==> config.mk <==
export PLATFORM = sky130hd
export DESIGN_NAME = lm_sm_sequencer_flat
export DESIGN_NICKNAME = d
export VERILOG_FILES = /design/src/rtl/lm_sm_sequencer_pkg.sv /design/src/rtl/lm_sm_sequencer_if.sv /design/src/rtl/lm_sm_sequencer_lsb_pick.sv /design/src/rtl/lm_sm_sequencer.sv /design/src/flat_wrapper.sv
export SDC_FILE = /design/constraint.sdc
export NUM_CORES = 1
export LEC_CHECK = 0
export ABC_AREA = 1
export BUFFER_PORTS_ARGS = -buffer_cell sky130_fd_sc_hd__buf_4
export CORE_MARGIN = 2
export CORE_UTILIZATION = 31
export DETAILED_ROUTE_END_ITERATION = 12
export GPL_TIMING_DRIVEN = 0
export PLACE_DENSITY_LB_ADDON = 0.25
export SKIP_LAST_GASP = 1
export SLEW_MARGIN = 20
export SYNTH_ARGS = -nofsm -noshare
export SYNTH_HDL_FRONTEND = slang
export SYNTH_HIERARCHICAL = 1
export SYNTH_SLANG_ARGS = --single-unit
==> constraint.sdc <==
create_clock -name clk -period 2.6 [get_ports clk]
set_clock_uncertainty 0.05 [all_clocks]
set_input_delay 0.13 -clock clk [delete_from_list [all_inputs] [get_ports clk]]
set_output_delay 0.13 -clock clk [all_outputs]
set_load 0.03 [all_outputs]
==> src/rtl/lm_sm_sequencer_pkg.sv <==
// Shared definitions for the LM/SM sequencer: sizes, FSM states and
// the LMStart encodings presented to the EX/MEM register.
package lm_sm_pkg;

  localparam int NREG = 8;
  localparam int AW   = 16;
  localparam int RW   = 3;

  typedef enum logic {
    ST_IDLE = 1'b0,
    ST_RUN  = 1'b1
  } state_e;

  typedef logic [1:0] lms_t;

  localparam lms_t LMS_IDLE  = 2'b00;
  localparam lms_t LMS_FIRST = 2'b01;
  localparam lms_t LMS_MID   = 2'b10;
  localparam lms_t LMS_LAST  = 2'b11;

endpackage

==> src/rtl/lm_sm_sequencer_if.sv <==
// EX-side request and EX/MEM-side micro-op bundle of the LM/SM sequencer.
// master = pipeline/EX stage, slave = sequencer.
interface lm_sm_sequencer_if import lm_sm_pkg::*; ();

  logic            start;
  logic            is_sm;
  logic [AW-1:0]   base_addr;
  logic [NREG-1:0] reg_list;
  logic            hold;
  logic            flush;

  logic            uop_valid;
  logic [AW-1:0]   uop_addr;
  logic [RW-1:0]   uop_rdest;
  logic            uop_w_reg;
  logic            uop_w_mem;
  lms_t            uop_lmstart;
  logic            busy;
  logic            stall_upstream;
  logic            done;

  modport master (
    output start, is_sm, base_addr, reg_list, hold, flush,
    input  uop_valid, uop_addr, uop_rdest, uop_w_reg, uop_w_mem,
           uop_lmstart, busy, stall_upstream, done
  );

  modport slave (
    input  start, is_sm, base_addr, reg_list, hold, flush,
    output uop_valid, uop_addr, uop_rdest, uop_w_reg, uop_w_mem,
           uop_lmstart, busy, stall_upstream, done
  );

endinterface

==> src/rtl/lm_sm_sequencer_lsb_pick.sv <==
// Lowest-set-bit priority encoder with any/multiple flags; also usable
// by the hazard unit on the same register list.
module lsb_pick import lm_sm_pkg::*; (
  input  logic [NREG-1:0] vec_i,
  output logic [RW-1:0]   idx_o,
  output logic            any_o,
  output logic            multi_o
);

  // scan from the top so the lowest set bit is the last one written
  always_comb begin
    idx_o = '0;
    for (int i = NREG - 1; i >= 0; i--) begin
      if (vec_i[i]) idx_o = RW'(i);
    end
  end

  assign any_o   = |vec_i;
  assign multi_o = (vec_i & (vec_i - NREG'(1))) != '0;

endmodule

==> src/rtl/lm_sm_sequencer.sv <==
// Expands one LM/SM into one micro-op per set register-list bit, issued
// through the EX/MEM register on the falling edge like the pipeline regs.
//
//   state   | meaning
//   --------+------------------------------------------------------------
//   ST_IDLE | no sequence open; a start issues its first micro-op at once
//   ST_RUN  | further list bits remain; one micro-op per non-held edge
module lm_sm_sequencer import lm_sm_pkg::*; (
  input  logic              clk,
  input  logic              resetn,
  lm_sm_sequencer_if.slave  bus
);

  state_e          state_q, state_d;
  logic [NREG-1:0] list_q, list_d;
  logic [AW-1:0]   addr_q, addr_d;
  logic            is_sm_q, is_sm_d;
  logic            last_q, last_d;
  logic            valid_q, valid_d;
  logic [AW-1:0]   uaddr_q, uaddr_d;
  logic [RW-1:0]   rdest_q, rdest_d;
  logic            wreg_q, wreg_d;
  logic            wmem_q, wmem_d;
  lms_t            lms_q, lms_d;
  logic            done_q, done_d;

  logic [NREG-1:0] pick_vec;
  logic [NREG-1:0] pick_onehot;
  logic [RW-1:0]   pick_idx;
  logic            pick_any;
  logic            pick_multi;

  // in IDLE the candidate list comes straight from EX, in RUN from the working copy
  assign pick_vec    = (state_q == ST_IDLE) ? bus.reg_list : list_q;
  assign pick_onehot = NREG'(1) << pick_idx;

  lsb_pick u_pick (
    .vec_i   (pick_vec),
    .idx_o   (pick_idx),
    .any_o   (pick_any),
    .multi_o (pick_multi)
  );

  // drop the stall in the cycle the final micro-op goes out
  assign bus.stall_upstream = (state_q == ST_IDLE) ? (bus.start & pick_multi)
                                                   : pick_multi;

  // next-state and micro-op generation; priority flush > hold > normal
  always_comb begin
    state_d = state_q;
    list_d  = list_q;
    addr_d  = addr_q;
    is_sm_d = is_sm_q;
    last_d  = last_q;
    valid_d = valid_q;
    uaddr_d = uaddr_q;
    rdest_d = rdest_q;
    wreg_d  = wreg_q;
    wmem_d  = wmem_q;
    lms_d   = lms_q;
    done_d  = 1'b0;

    if (bus.flush) begin
      state_d = ST_IDLE;
      list_d  = '0;
      last_d  = 1'b0;
      valid_d = 1'b0;
      wreg_d  = 1'b0;
      wmem_d  = 1'b0;
      lms_d   = LMS_IDLE;
    end else if (!bus.hold) begin
      done_d  = last_q;
      last_d  = 1'b0;
      valid_d = 1'b0;
      wreg_d  = 1'b0;
      wmem_d  = 1'b0;
      lms_d   = LMS_IDLE;
      case (state_q)
        ST_IDLE: begin
          if (bus.start) begin
            if (pick_any) begin
              valid_d = 1'b1;
              uaddr_d = bus.base_addr;
              rdest_d = pick_idx;
              wreg_d  = ~bus.is_sm;
              wmem_d  = bus.is_sm;
              is_sm_d = bus.is_sm;
              list_d  = bus.reg_list & ~pick_onehot;
              addr_d  = bus.base_addr + AW'(1);
              if (pick_multi) begin
                lms_d   = LMS_FIRST;
                state_d = ST_RUN;
              end else begin
                lms_d   = LMS_LAST;
                last_d  = 1'b1;
              end
            end else begin
              done_d = 1'b1;
            end
          end
        end
        ST_RUN: begin
          valid_d = 1'b1;
          uaddr_d = addr_q;
          rdest_d = pick_idx;
          wreg_d  = ~is_sm_q;
          wmem_d  = is_sm_q;
          list_d  = list_q & ~pick_onehot;
          addr_d  = addr_q + AW'(1);
          if (pick_multi) begin
            lms_d = LMS_MID;
          end else begin
            lms_d   = LMS_LAST;
            last_d  = 1'b1;
            state_d = ST_IDLE;
          end
        end
        default: state_d = ST_IDLE;
      endcase
    end
  end

  // falling-edge register bank with synchronous active-low reset
  always_ff @(negedge clk) begin
    if (!resetn) begin
      state_q <= ST_IDLE;
      list_q  <= '0;
      addr_q  <= '0;
      is_sm_q <= 1'b0;
      last_q  <= 1'b0;
      valid_q <= 1'b0;
      uaddr_q <= '0;
      rdest_q <= '0;
      wreg_q  <= 1'b0;
      wmem_q  <= 1'b0;
      lms_q   <= LMS_IDLE;
      done_q  <= 1'b0;
    end else begin
      state_q <= state_d;
      list_q  <= list_d;
      addr_q  <= addr_d;
      is_sm_q <= is_sm_d;
      last_q  <= last_d;
      valid_q <= valid_d;
      uaddr_q <= uaddr_d;
      rdest_q <= rdest_d;
      wreg_q  <= wreg_d;
      wmem_q  <= wmem_d;
      lms_q   <= lms_d;
      done_q  <= done_d;
    end
  end

  assign bus.uop_valid   = valid_q;
  assign bus.uop_addr    = uaddr_q;
  assign bus.uop_rdest   = rdest_q;
  assign bus.uop_w_reg   = wreg_q;
  assign bus.uop_w_mem   = wmem_q;
  assign bus.uop_lmstart = lms_q;
  assign bus.busy        = (state_q == ST_RUN);
  assign bus.done        = done_q;

endmodule
==> src/flat_wrapper.sv <==
// flat-port wrapper written by rule: the top's interface ports become plain ports
module lm_sm_sequencer_flat import lm_sm_pkg::*;
  (clk, resetn, bus_start, bus_is_sm, bus_base_addr, bus_reg_list, bus_hold, bus_flush, bus_uop_valid, bus_uop_addr, bus_uop_rdest, bus_uop_w_reg, bus_uop_w_mem, bus_uop_lmstart, bus_busy, bus_stall_upstream, bus_done);
  lm_sm_sequencer_if bus_i ();
  input  logic clk;
  input  logic resetn;
  input wire logic [$bits(bus_i.start)-1:0] bus_start;
  input wire logic [$bits(bus_i.is_sm)-1:0] bus_is_sm;
  input wire logic [$bits(bus_i.base_addr)-1:0] bus_base_addr;
  input wire logic [$bits(bus_i.reg_list)-1:0] bus_reg_list;
  input wire logic [$bits(bus_i.hold)-1:0] bus_hold;
  input wire logic [$bits(bus_i.flush)-1:0] bus_flush;
  output wire logic [$bits(bus_i.uop_valid)-1:0] bus_uop_valid;
  output wire logic [$bits(bus_i.uop_addr)-1:0] bus_uop_addr;
  output wire logic [$bits(bus_i.uop_rdest)-1:0] bus_uop_rdest;
  output wire logic [$bits(bus_i.uop_w_reg)-1:0] bus_uop_w_reg;
  output wire logic [$bits(bus_i.uop_w_mem)-1:0] bus_uop_w_mem;
  output wire logic [$bits(bus_i.uop_lmstart)-1:0] bus_uop_lmstart;
  output wire logic [$bits(bus_i.busy)-1:0] bus_busy;
  output wire logic [$bits(bus_i.stall_upstream)-1:0] bus_stall_upstream;
  output wire logic [$bits(bus_i.done)-1:0] bus_done;
  assign bus_i.start = bus_start;
  assign bus_i.is_sm = bus_is_sm;
  assign bus_i.base_addr = bus_base_addr;
  assign bus_i.reg_list = bus_reg_list;
  assign bus_i.hold = bus_hold;
  assign bus_i.flush = bus_flush;
  assign bus_uop_valid = bus_i.uop_valid;
  assign bus_uop_addr = bus_i.uop_addr;
  assign bus_uop_rdest = bus_i.uop_rdest;
  assign bus_uop_w_reg = bus_i.uop_w_reg;
  assign bus_uop_w_mem = bus_i.uop_w_mem;
  assign bus_uop_lmstart = bus_i.uop_lmstart;
  assign bus_busy = bus_i.busy;
  assign bus_stall_upstream = bus_i.stall_upstream;
  assign bus_done = bus_i.done;
  lm_sm_sequencer u_core (.clk(clk), .resetn(resetn), .bus(bus_i));
endmodule
* Word-level counts from Yosys, hierarchy flattened *
Index checks and enable logic that the tools add are counted.

storage, ports and cells
  register bits = 52
  word-level logic and storage cells = 83

operators by class
  add/sub/neg operators = 3
  eq/ne operators = 2
  shifts and indexed selects = 1
  muxes and demuxes = 47
  bitwise logic cells = 11
  reductions and logical operators = 7

operators by type and width
  cell                   count
  $mux 16                4
  $pmux 16 s2            2
  $add 16x1->16 const B  2
  $mux 3                 10
  $and 8x8->8            3
  $mux 8                 3
  $mux 1                 17
  $pmux 8 s2             1
  $pmux 1 s2             5
  $not 8->8              1
  $reduce_bool 8->1      1
  $reduce_or 8->1        1
  $shl 1x3->8 const A    1
  $sub 8x1->8 const B    1
  $mux 2                 3
  $not 1->1              6
  $pmux 3 s2             1
  $reduce_and 5->1       1
  $pmux 2 s2             1
  $reduce_and 4->1       1
  $reduce_and 3->1       1
  $reduce_or 3->1        1
  $ne 2x1->1 const B     1
  $ne 2x2->1 const B     1
  other kinds (2)        2

* Longest topological paths before layout *
Gate-level depths: netlist (run 1).

  depth in word-level cells = 15
  gate-level depth with buffers = 19

* Hierarchy *
The synthesis (run 1) kept the hierarchy.

modules (own cells, without submodules)
  module           instances  cells each  area each (µm²)  seq. area each (µm²)
  lm_sm_sequencer  1          451         2,842.7          1,041.0
  lsb_pick         1          44          191.4            0.0

==> metrics, run 1 <==
final core occ=0.460; clk_lat worst skew=0.39 ns; post-synth top area cell=dfxtp_1; Ports=57; crit path from=u_core/bus.busy$_SDFFE_NP0N_; DRT Wirelength=10000 um; post-synthesis sequential area ratio=0.343; Worst-path clk slew=0.05 ns; Fillers=1050; reg2reg path depth=17; Syn Std Cell Area=0.00303 mm^2; reg2reg setup slack=-0.07 ns; Worst-Margin Slew=0.604 ns; Slew Viols, Final=0; global route overflow=0; vias in the first global route=3538; crit-path leading delay family=simple AND/OR/NAND/NOR gates; Longest Clk Path Bufs=2; Critical Path AT=3.41 ns; RSZ-0062 raised after global routing=true; Synth area leaders=dfxtp_1 (34%), nand2_1 (20%), nor2_1 (11%); H-tree levels=2; Antenna Nets Post-Route=0; WHS Path Cells=1; Placed Area=0.00366 mm^2; nets@finish=679; cell with the most instances after synthesis=nand2_1; Max VDD drop=0.000240 V; Total GRT Usage=0.191; diodes inserted=0; Clock Sinks=52; CTS tree=built; Total Die Area=0.0106 mm^2; # DRC=0; I/O Buffers=55; Syn Area/Cell=6.13 um^2; Worst Path Class, Setup=reg2out; critical path depth=14; Core Region=0.00964 mm^2; Fin. Hold Viols=0; Synth Net Count=526; Num CTS Buffers=5; WP buf/inv=6; Synth top area share=0.343; design area=0.00444 mm^2; slowest cell delay on critical path=0.37 ns; row cnt=36; Worst Hold Launch=u_core/last_q$_SDFFE_NP0N_; Reg-to-Reg Start=u_core/bus.busy$_SDFFE_NP0N_; cells after synthesis=495; Min-Delay Path Class=reg2reg; yosys warns=6; CP Launch Type=flip-flop; die width=103 um; outcome=complete, but fails checks; CP cell instances=buf_8 > buf_12 > nand2_4 > nand2_4 > nor2_4 > buf_6 > nand3_1 > nand2_1 > inv_1 > nor2_1 > nand2_1 > inv_2 > nor2_4 > buf_6; Setup WS pre-CTS=-0.755 ns; via count=3605; Area Growth Syn to Fin=46.3%; Min Hold Slack=0.415 ns; gpl congestion=0.903; first-pass iteration count of the detailed router=5; wire length per cell=12.8 um; via/cell ratio=4.61; Max Cap Violations=0; Synth cell types=31; power per cell area=480 mW/mm^2; Async S/R FF share, synth=0; CTS root buf=clkbuf_8; Critical Path Sink Type=primary output; number of setup violations in the final report=48; total power=2.13 mW; die height=103 um; hold worst-path end=u_core/bus.done$_SDFF_NP0_; P_leak=2.32 nW; setup ws final=-0.993 ns; first-pass GRT wire length=16000 um; largest net degree at the start of global routing=15; failing checks=negative setup slack; share of layout cells above drive strength 1=0.265; slowest cell on the critical path=dfxtp_4; Starting Density=0.315; Critical Path RT=2.42 ns; Post-synth EDFFs=0; Reg2Reg Capture Point=u_core/addr_q[0]$_SDFFE_NN0P_; top_reg_cell synth=dfxtp_1; Iteration-0 DRC Markers=169; Worst slew margin=0.597; Worst Path Max Fanout=6; synth cell count leaders=nand2_1 (160), nor2_1 (86), inv_1 (53); initial antenna violation count=0; synthesized flop and latch total=52; hpwl dp=6510 um
worst max-delay path by stage:
stage,end
after floorplan,bus_stall_upstream
after global placement,bus_stall_upstream
after detailed placement,u_core/addr_q[0]$_SDFFE_NN0P_
after CTS,bus_stall_upstream
after global routing,bus_stall_upstream
final,bus_stall_upstream
where the power goes:
part	switching (mW)	total [mW]	internal [mW]
Clock	0.491	0.777	0.286
Combinational	0.294	0.491	0.197
Sequential	0.0210	0.861	0.840
Total	0.806	2.13	1.32
worst reg2reg max path, delay by kind of cell, from the launching register on:
family,cells,cell delay [ns]
and+or+nand+nor,10,1.06
buffers and inverters,6,0.91
DFF,1,0.37
AOI/OAI and AO/OA,1,0.12
final cells by class:
cell class	count	area, um^2	share of cell area
clock inverters	55	208	0.0468
clock buffers	5	68.8	0.0155
inverters	55	215	0.0485
multi-input cells	365	1800	0.405
well taps	133	166	0.0375
flip-flops and latches	52	1040	0.235
repair buffers	97	783	0.176
plain buffers	20	155	0.0350
metal layers:
| layer | vias up | GRT usage | routed length (um) |
|---|---|---|---|
| li1 | 1848 | - | - |
| met1 | 1634 | 0.230 | 4450 |
| met2 | 109 | 0.314 | 4810 |
| met3 | 14 | 0.0542 | 595 |
| met4 | 0 | 0.0941 | 136 |
| met5 | - | 0 | 0 |
layout by cell type (no fill, tap or decap), types with 5 or more instances in the layout:
master,netlist,layout
nand2_1,160,144
inv_1,53,103
buf_4,3,90
nor2_1,86,82
dfxtp_1,52,51
a21oi_1,33,32
nand2_2,7,14
o21ai_0,19,14
buf_6,3,12
nand3_1,12,12
a211oi_1,14,11
nand2_4,0,9
nor2_4,5,8
nor3_1,8,7
clkbuf_8,0,5
o21ai_1,3,5
kinds of logic (layout without fill, tap and decap cells):
group,count (synthesis),count (layout),synth area share
flops,52,52,0.343
buf+inv,78,232,0.113
simple gates,288,288,0.396
xor+xnor,3,3,0.00866
fa+ha+maj,1,1,0.00412
compound gates,73,73,0.136
what timing repair did:
item,in CTS,in global routing
endpoints found under the setup margin,48,53
gates cloned,0,1
setup buffers,37,15
hold buffers,0,0
resized for setup,27,33
pin swaps,17,14
stage by stage:
step           TNS [ns]  cells
2_1_floorplan     -8.78    495
3_3_place_gp     -30.15    683
3_5_place_dp     -31.94    683
4_1_cts          -24.52    776
5_1_grt          -23.27    782
6_report         -17.75    782
Power figures use the tool's default switching activity.
==> run 2, diff against run 1 <==
==> constraint.sdc (replaced) <==
create_clock -name clk -period 4.41 [get_ports clk]
set_clock_uncertainty 0.05 [all_clocks]
set_input_delay 0.2205 -clock clk [delete_from_list [all_inputs] [get_ports clk]]
set_output_delay 0.2205 -clock clk [all_outputs]
set_load 0.03 [all_outputs]
==> run 2 against run 1 <==
Compared with the run above:
- the flow still finishes with violations (negative setup slack)
- clock power fell by 39%
- cell count fell by 1.0%
- total power fell by 41%
- register-to-register slack improved by 1.6 ns
- largest power group unchanged
- largest cell class unchanged
- critical path depth fell by 1
==> metrics, run 2 (same netlist as run 1, synthesis figures left out) <==
number of setup violations in the final report=1 (-98%); Critical Path AT=4.26 ns (+0.85 ns); hpwl dp=6460 um (-0.87%); CTS tree=built; final setup TNS=-0.122 ns (+17.63 ns); power per cell area=292 mW/mm^2 (-39%); diodes inserted=0 (unchanged); RSZ-0062 raised after global routing=true; Worst Path Class, Setup=reg2out; Starting Density=0.315 (unchanged); setup ws final=-0.122 ns (+0.872 ns); Worst-Margin Slew=0.620 ns (+0.0157 ns); largest net degree at the start of global routing=17 (+2); row cnt=36 (unchanged); Worst Path Max Fanout=8 (+2); WHS Path Cells=1 (unchanged); gpl congestion=0.901 (-0.24%); share of layout cells above drive strength 1=0.240 (-0.0248); vias in the first global route=3598 (+1.7%); failing checks=negative setup slack; Max VDD drop=0.000138 V (-43%); die width=103 um (unchanged); CP Launch Type=flip-flop; first-pass iteration count of the detailed router=5 (unchanged); clk_lat worst skew=0.39 ns (about the same); CTS root buf=clkbuf_8; Area Growth Syn to Fin=41.1%; Reg-to-Reg Start=u_core/bus.busy$_SDFFE_NP0N_; Antenna Nets Post-Route=0 (unchanged); Fin. Hold Viols=0 (unchanged); initial antenna violation count=0 (unchanged); global route overflow=0 (unchanged); Critical Path RT=4.14 ns (+1.72 ns); first-pass GRT wire length=15700 um (-1.9%); die height=103 um (unchanged); Max Cap Violations=0 (unchanged); via/cell ratio=4.61 (about the same); most common cell after layout, fill and taps aside=nand2_1; # DRC=0 (unchanged); Worst-path clk slew=0.06 ns (about the same); I/O Buffers=55 (unchanged); Slew Viols, Final=0 (unchanged); Total Die Area=0.0106 mm^2 (unchanged); hold_buf cts=0 (unchanged); wire length per cell=12.5 um (-2.2%); H-tree levels=2 (unchanged); Longest Clk Path Bufs=2 (unchanged); Num CTS Buffers=5 (unchanged); Min-Delay Path Class=reg2reg; Iteration-0 DRC Markers=172 (+1.8%); design area=0.00428 mm^2 (-3.5%); Worst slew margin=0.587 (-0.0105); DRT Wirelength=9680 um (-3.2%); Placed Area=0.00362 mm^2 (-1.3%); crit path from=u_core/bus.busy$_SDFFE_NP0N_; Critical Path Sink Type=primary output; most frequent cells in the layout=nand2_1 (148), inv_1 (101), buf_4 (89); reg2reg path depth=19 (+2); Total GRT Usage=0.187 (-0.00412); via count=3570 (-0.97%); outcome=complete, but fails checks; Clock Sinks=52 (unchanged); nets@finish=671 (-1.2%); Core Region=0.00964 mm^2 (unchanged); P_leak=2.24 nW (-3.5%); Ports=57 (unchanged); Worst Hold Launch=u_core/last_q$_SDFFE_NP0N_; total power=1.25 mW (-41%)
## run 2: cell count changes in the layout (fill, tap and decap cells not counted), sizes merged
cell    previous run  this run
buf              109       102
clkbuf            13        12
## run 2: final timing paths
path,endpoint,slack [ns]
worst max-delay path,bus_stall_upstream,-0.12
worst min-delay path,u_core/bus.done$_SDFF_NP0_,0.41
worst max register to register,u_core/list_q[6]$_SDFFE_NP0P_,1.54
worst min register to register,u_core/bus.done$_SDFF_NP0_,0.41
## run 2: repair_timing
item | CTS | global route
pin swaps | 13 | 11
hold endpoints to repair | 0 | 0
setup buffers | 30 | 8
endpoints found under the setup margin | 1 | 11
resized for setup | 26 | 23
## run 2: where the power goes
part           switching [mW]  leakage, nW  total, mW  internal, mW
Sequential             0.0120        0.425      0.507         0.495
Combinational           0.166         1.49      0.270         0.104
Clock                   0.298        0.322      0.472         0.175
## run 2: critical path: stages (launching register included)
cell,delay (ns)
dfxtp_4,0.37
buf_8,0.14
buf_8,0.13
nand2_2,0.09
nand2_4,0.07
nor2_4,0.16
nand2_2,0.08
nand2_1,0.07
nand3_1,0.09
nor2_1,0.10
nand2_1,0.11
inv_2,0.09
nor2_2,0.04
buf_6,0.13
## run 2: metal layers
metal,track usage,part of all wire,vias to the layer above,routed length [um]
met5,0,0,-,0
met4,0.0881,0.017,0,167
met3,0.0624,0.064,14,623
met2,0.306,0.48,114,4660
met1,0.222,0.44,1614,4230
li1,-,-,1828,-
## run 2: final cells by class
class,instances,area (um^2)
fill,1071,5360
buffer,20,140
timing repair buffer,89,672
sequential,52,1040
clock inverter,55,215
multi-input combinational,365,1760
tap,133,166
clock buffer,5,68.8
inverter,55,219
## run 2: through the flow
stage	worst slack (ns)	cells	hold WS, ns	util
after global placement	-0.140	683	0.394	0.375
after floorplan	0.0246	495	0.387	-
after CTS	-0.145	770	0.410	0.434
final	-0.122	774	0.409	0.444
after detailed placement	-0.150	683	0.405	0.375
after global routing	-0.195	774	0.440	0.444
==> run 3, diff against run 2 <==
--- a/config.mk
+++ b/config.mk
@@ -11,7 +11,6 @@
 export CORE_UTILIZATION = 31
 export DETAILED_ROUTE_END_ITERATION = 12
 export GPL_TIMING_DRIVEN = 0
-export PLACE_DENSITY_LB_ADDON = 0.25
 export SKIP_LAST_GASP = 1
 export SLEW_MARGIN = 20
 export SYNTH_ARGS = -nofsm -noshare
==> run 3 against run 2 <==
Compared with the run above:
- the flow still finishes with violations (negative setup slack)
- core utilization is 1.1 points higher
- non-clock buffer count is 8 higher
- cell count is 1.0% higher
- design area is 2.5% higher
- highest routed layer unchanged
==> metrics, run 3 (same netlist as run 1, synthesis figures left out) <==
DRT Wirelength=9800 um (+1.3%); most common cell after layout, fill and taps aside=nand2_1; number of setup violations in the final report=15 (+14); largest net degree at the start of global routing=18 (+1); clk_lat worst skew=0.39 ns (about the same); failing checks=negative setup slack; Total Die Area=0.0106 mm^2 (unchanged); CTS root buf=clkbuf_8; # DRC=0 (unchanged); slowest cell on the critical path=nor2_4; most frequent CP cell=buf_4; diodes inserted=0 (unchanged); Critical Path Sink Type=flip-flop; initial antenna violation count=0 (unchanged); Fin. Hold Viols=0 (unchanged); Num CTS Buffers=5 (unchanged); Placed Cells=683 (unchanged); Worst Hold Launch=u_core/last_q$_SDFFE_NP0N_; power per cell area=288 mW/mm^2 (-1.4%); gpl congestion=0.865 (-3.9%); row cnt=36 (unchanged); first-pass GRT wire length=15500 um (-1.2%); Max Cap Violations=0 (unchanged); P_leak=2.29 nW (+2.4%); Non-Filler Instances=782 (+1.0%); Reg-to-Reg Start=u_core/bus.busy$_SDFFE_NP0N_; RSZ-0062 raised after global routing=true; vias in the first global route=3483 (-3.2%); final setup TNS=-0.901 ns (-0.780 ns); Core Region=0.00964 mm^2 (unchanged); most frequent cells in the layout=nand2_1 (142), inv_1 (102), buf_4 (95); Min-Delay Path Class=reg2reg; hpwl dp=6540 um (+1.3%); slowest cell delay on critical path=0.18 ns (-0.19 ns); Antenna Nets Post-Route=0 (unchanged); die height=103 um (unchanged); final core occ=0.455 (+0.0109); Min Hold Slack=0.407 ns (-0.00235 ns); Iteration-0 DRC Markers=193 (+12%); Placed Area=0.00362 mm^2 (unchanged); via/cell ratio=4.71 (+2.1%); via count=3683 (+3.2%); reg2reg path depth=16 (-3); Reg2Reg Capture Point=u_core/addr_q[0]$_SDFFE_NN0P_; Max VDD drop=0.000150 V (+9.0%); global route overflow=0 (unchanged); Starting Density=0.315 (unchanged); Worst-Margin Slew=0.634 ns (+0.0140 ns); Worst-path clk slew=0.04 ns (-0.02 ns); Worst Path Max Fanout=6 (-2); Worst Path Class, Setup=in2reg; Longest Clk Path Bufs=2 (unchanged); outcome=complete, but fails checks; CP Launch Type=input port; CP cell instances=buf_4 > nand2_4 > nand2_4 > nor2_4 > nand2_2 > nor2_2 > nor2_1 > nor2_1 > nand2_1 > buf_4 > buf_4 > buf_4 > buf_4 > buf_4 > buf_4 > buf_4 > buf_4 > buf_4 > buf_4 > buf_4 > nand2_2 > a21oi_2; Setup WS pre-CTS=-0.164 ns (-0.0139 ns); WHS Path Cells=2 (+1); Total GRT Usage=0.187 (+0.000229); share of layout cells above drive strength 1=0.256 (+0.0155); I/O Buffers=55 (unchanged); design area=0.00439 mm^2 (+2.5%); Ports=57 (unchanged); Worst slew margin=0.578 (-0.00933); nets@finish=679 (+1.2%); Fillers=1033 (-3.5%); total power=1.26 mW (+0.98%); setup ws final=-0.131 ns (-0.00914 ns); first-pass iteration count of the detailed router=5 (unchanged); Area Growth Syn to Fin=44.6%; Critical Path AT=2.55 ns (-1.71 ns); reg2reg setup slack=1.38 ns (-0.16 ns); CTS tree=built; die width=103 um (unchanged); H-tree levels=2 (unchanged); Critical Path RT=2.42 ns (-1.72 ns); wire length per cell=12.5 um (+0.22%); Slew Viols, Final=0 (unchanged); Clock Sinks=52 (unchanged); hold worst-path end=u_core/last_q$_SDFFE_NP0N_
[run 3: changes by cell type in the layout (fill, tap and decap cells not counted), moves of 2 or more]
cell / delta
o21ai_1: -2
o21ai_0: +2
buf_4: +6
nand2_2: +5
clkinv_4: +2
nand2_1: -6
[run 3: what timing repair did]
action                                  in CTS  in global routing
setup buffers                               35                  8
pin swaps                                   14                 16
resized for setup                           35                 18
hold buffers                                 0                  0
gates cloned                                 0                  1
endpoints found under the setup margin       1                 14
[run 3: metal layers]
layer / track usage / vias to the layer above / part of all wire
li1: - / 1850 / -
met5: 0 / - / 0
met2: 0.316 / 103 / 0.49
met1: 0.217 / 1711 / 0.44
met4: 0.0789 / 0 / 0.021
met3: 0.0624 / 19 / 0.053
[run 3: how the worst max path moves through the flow]
| stage | to | slack, ns | from | cells past startpoint |
|---|---|---|---|---|
| 2_1_floorplan | bus_stall_upstream | 0.02 | u_core/bus.busy$_SDFFE_NP0N_ | 13 |
| 3_3_place_gp | bus_stall_upstream | -0.14 | u_core/bus.busy$_SDFFE_NP0N_ | 15 |
| 3_5_place_dp | bus_stall_upstream | -0.16 | u_core/bus.busy$_SDFFE_NP0N_ | 15 |
| 4_1_cts | bus_stall_upstream | -0.12 | u_core/bus.busy$_SDFFE_NP0N_ | 14 |
| 5_1_grt | u_core/addr_q[0]$_SDFFE_NN0P_ | -0.22 | bus_reg_list[7] | 15 |
| 6_report | u_core/bus.busy$_SDFFE_NP0N_ | -0.13 | bus_reg_list[1] | 22 |
[run 3: worst max-delay path: cells and delay by family]
kind                   cells  cell delay [ns]
buffers and inverters     12             1.48
AOI/OAI and AO/OA          1             0.04
and+or+nand+nor            9             0.79
[run 3: power by group]
part           internal [mW]  switching, mW  total, mW
Clock                  0.178          0.301      0.478
Combinational          0.109          0.167      0.275
Sequential             0.495         0.0127      0.508
[run 3: cell type report]
type,instances,area [um^2],share of cell area
tap,133,166,0.0379
inverter,55,219,0.0499
sequential,52,1040,0.238
buffer,20,143,0.0325
clock inverter,55,221,0.0505
multi-input combinational,365,1770,0.404
clock buffer,5,68.8,0.0157
timing repair buffer,97,753,0.172
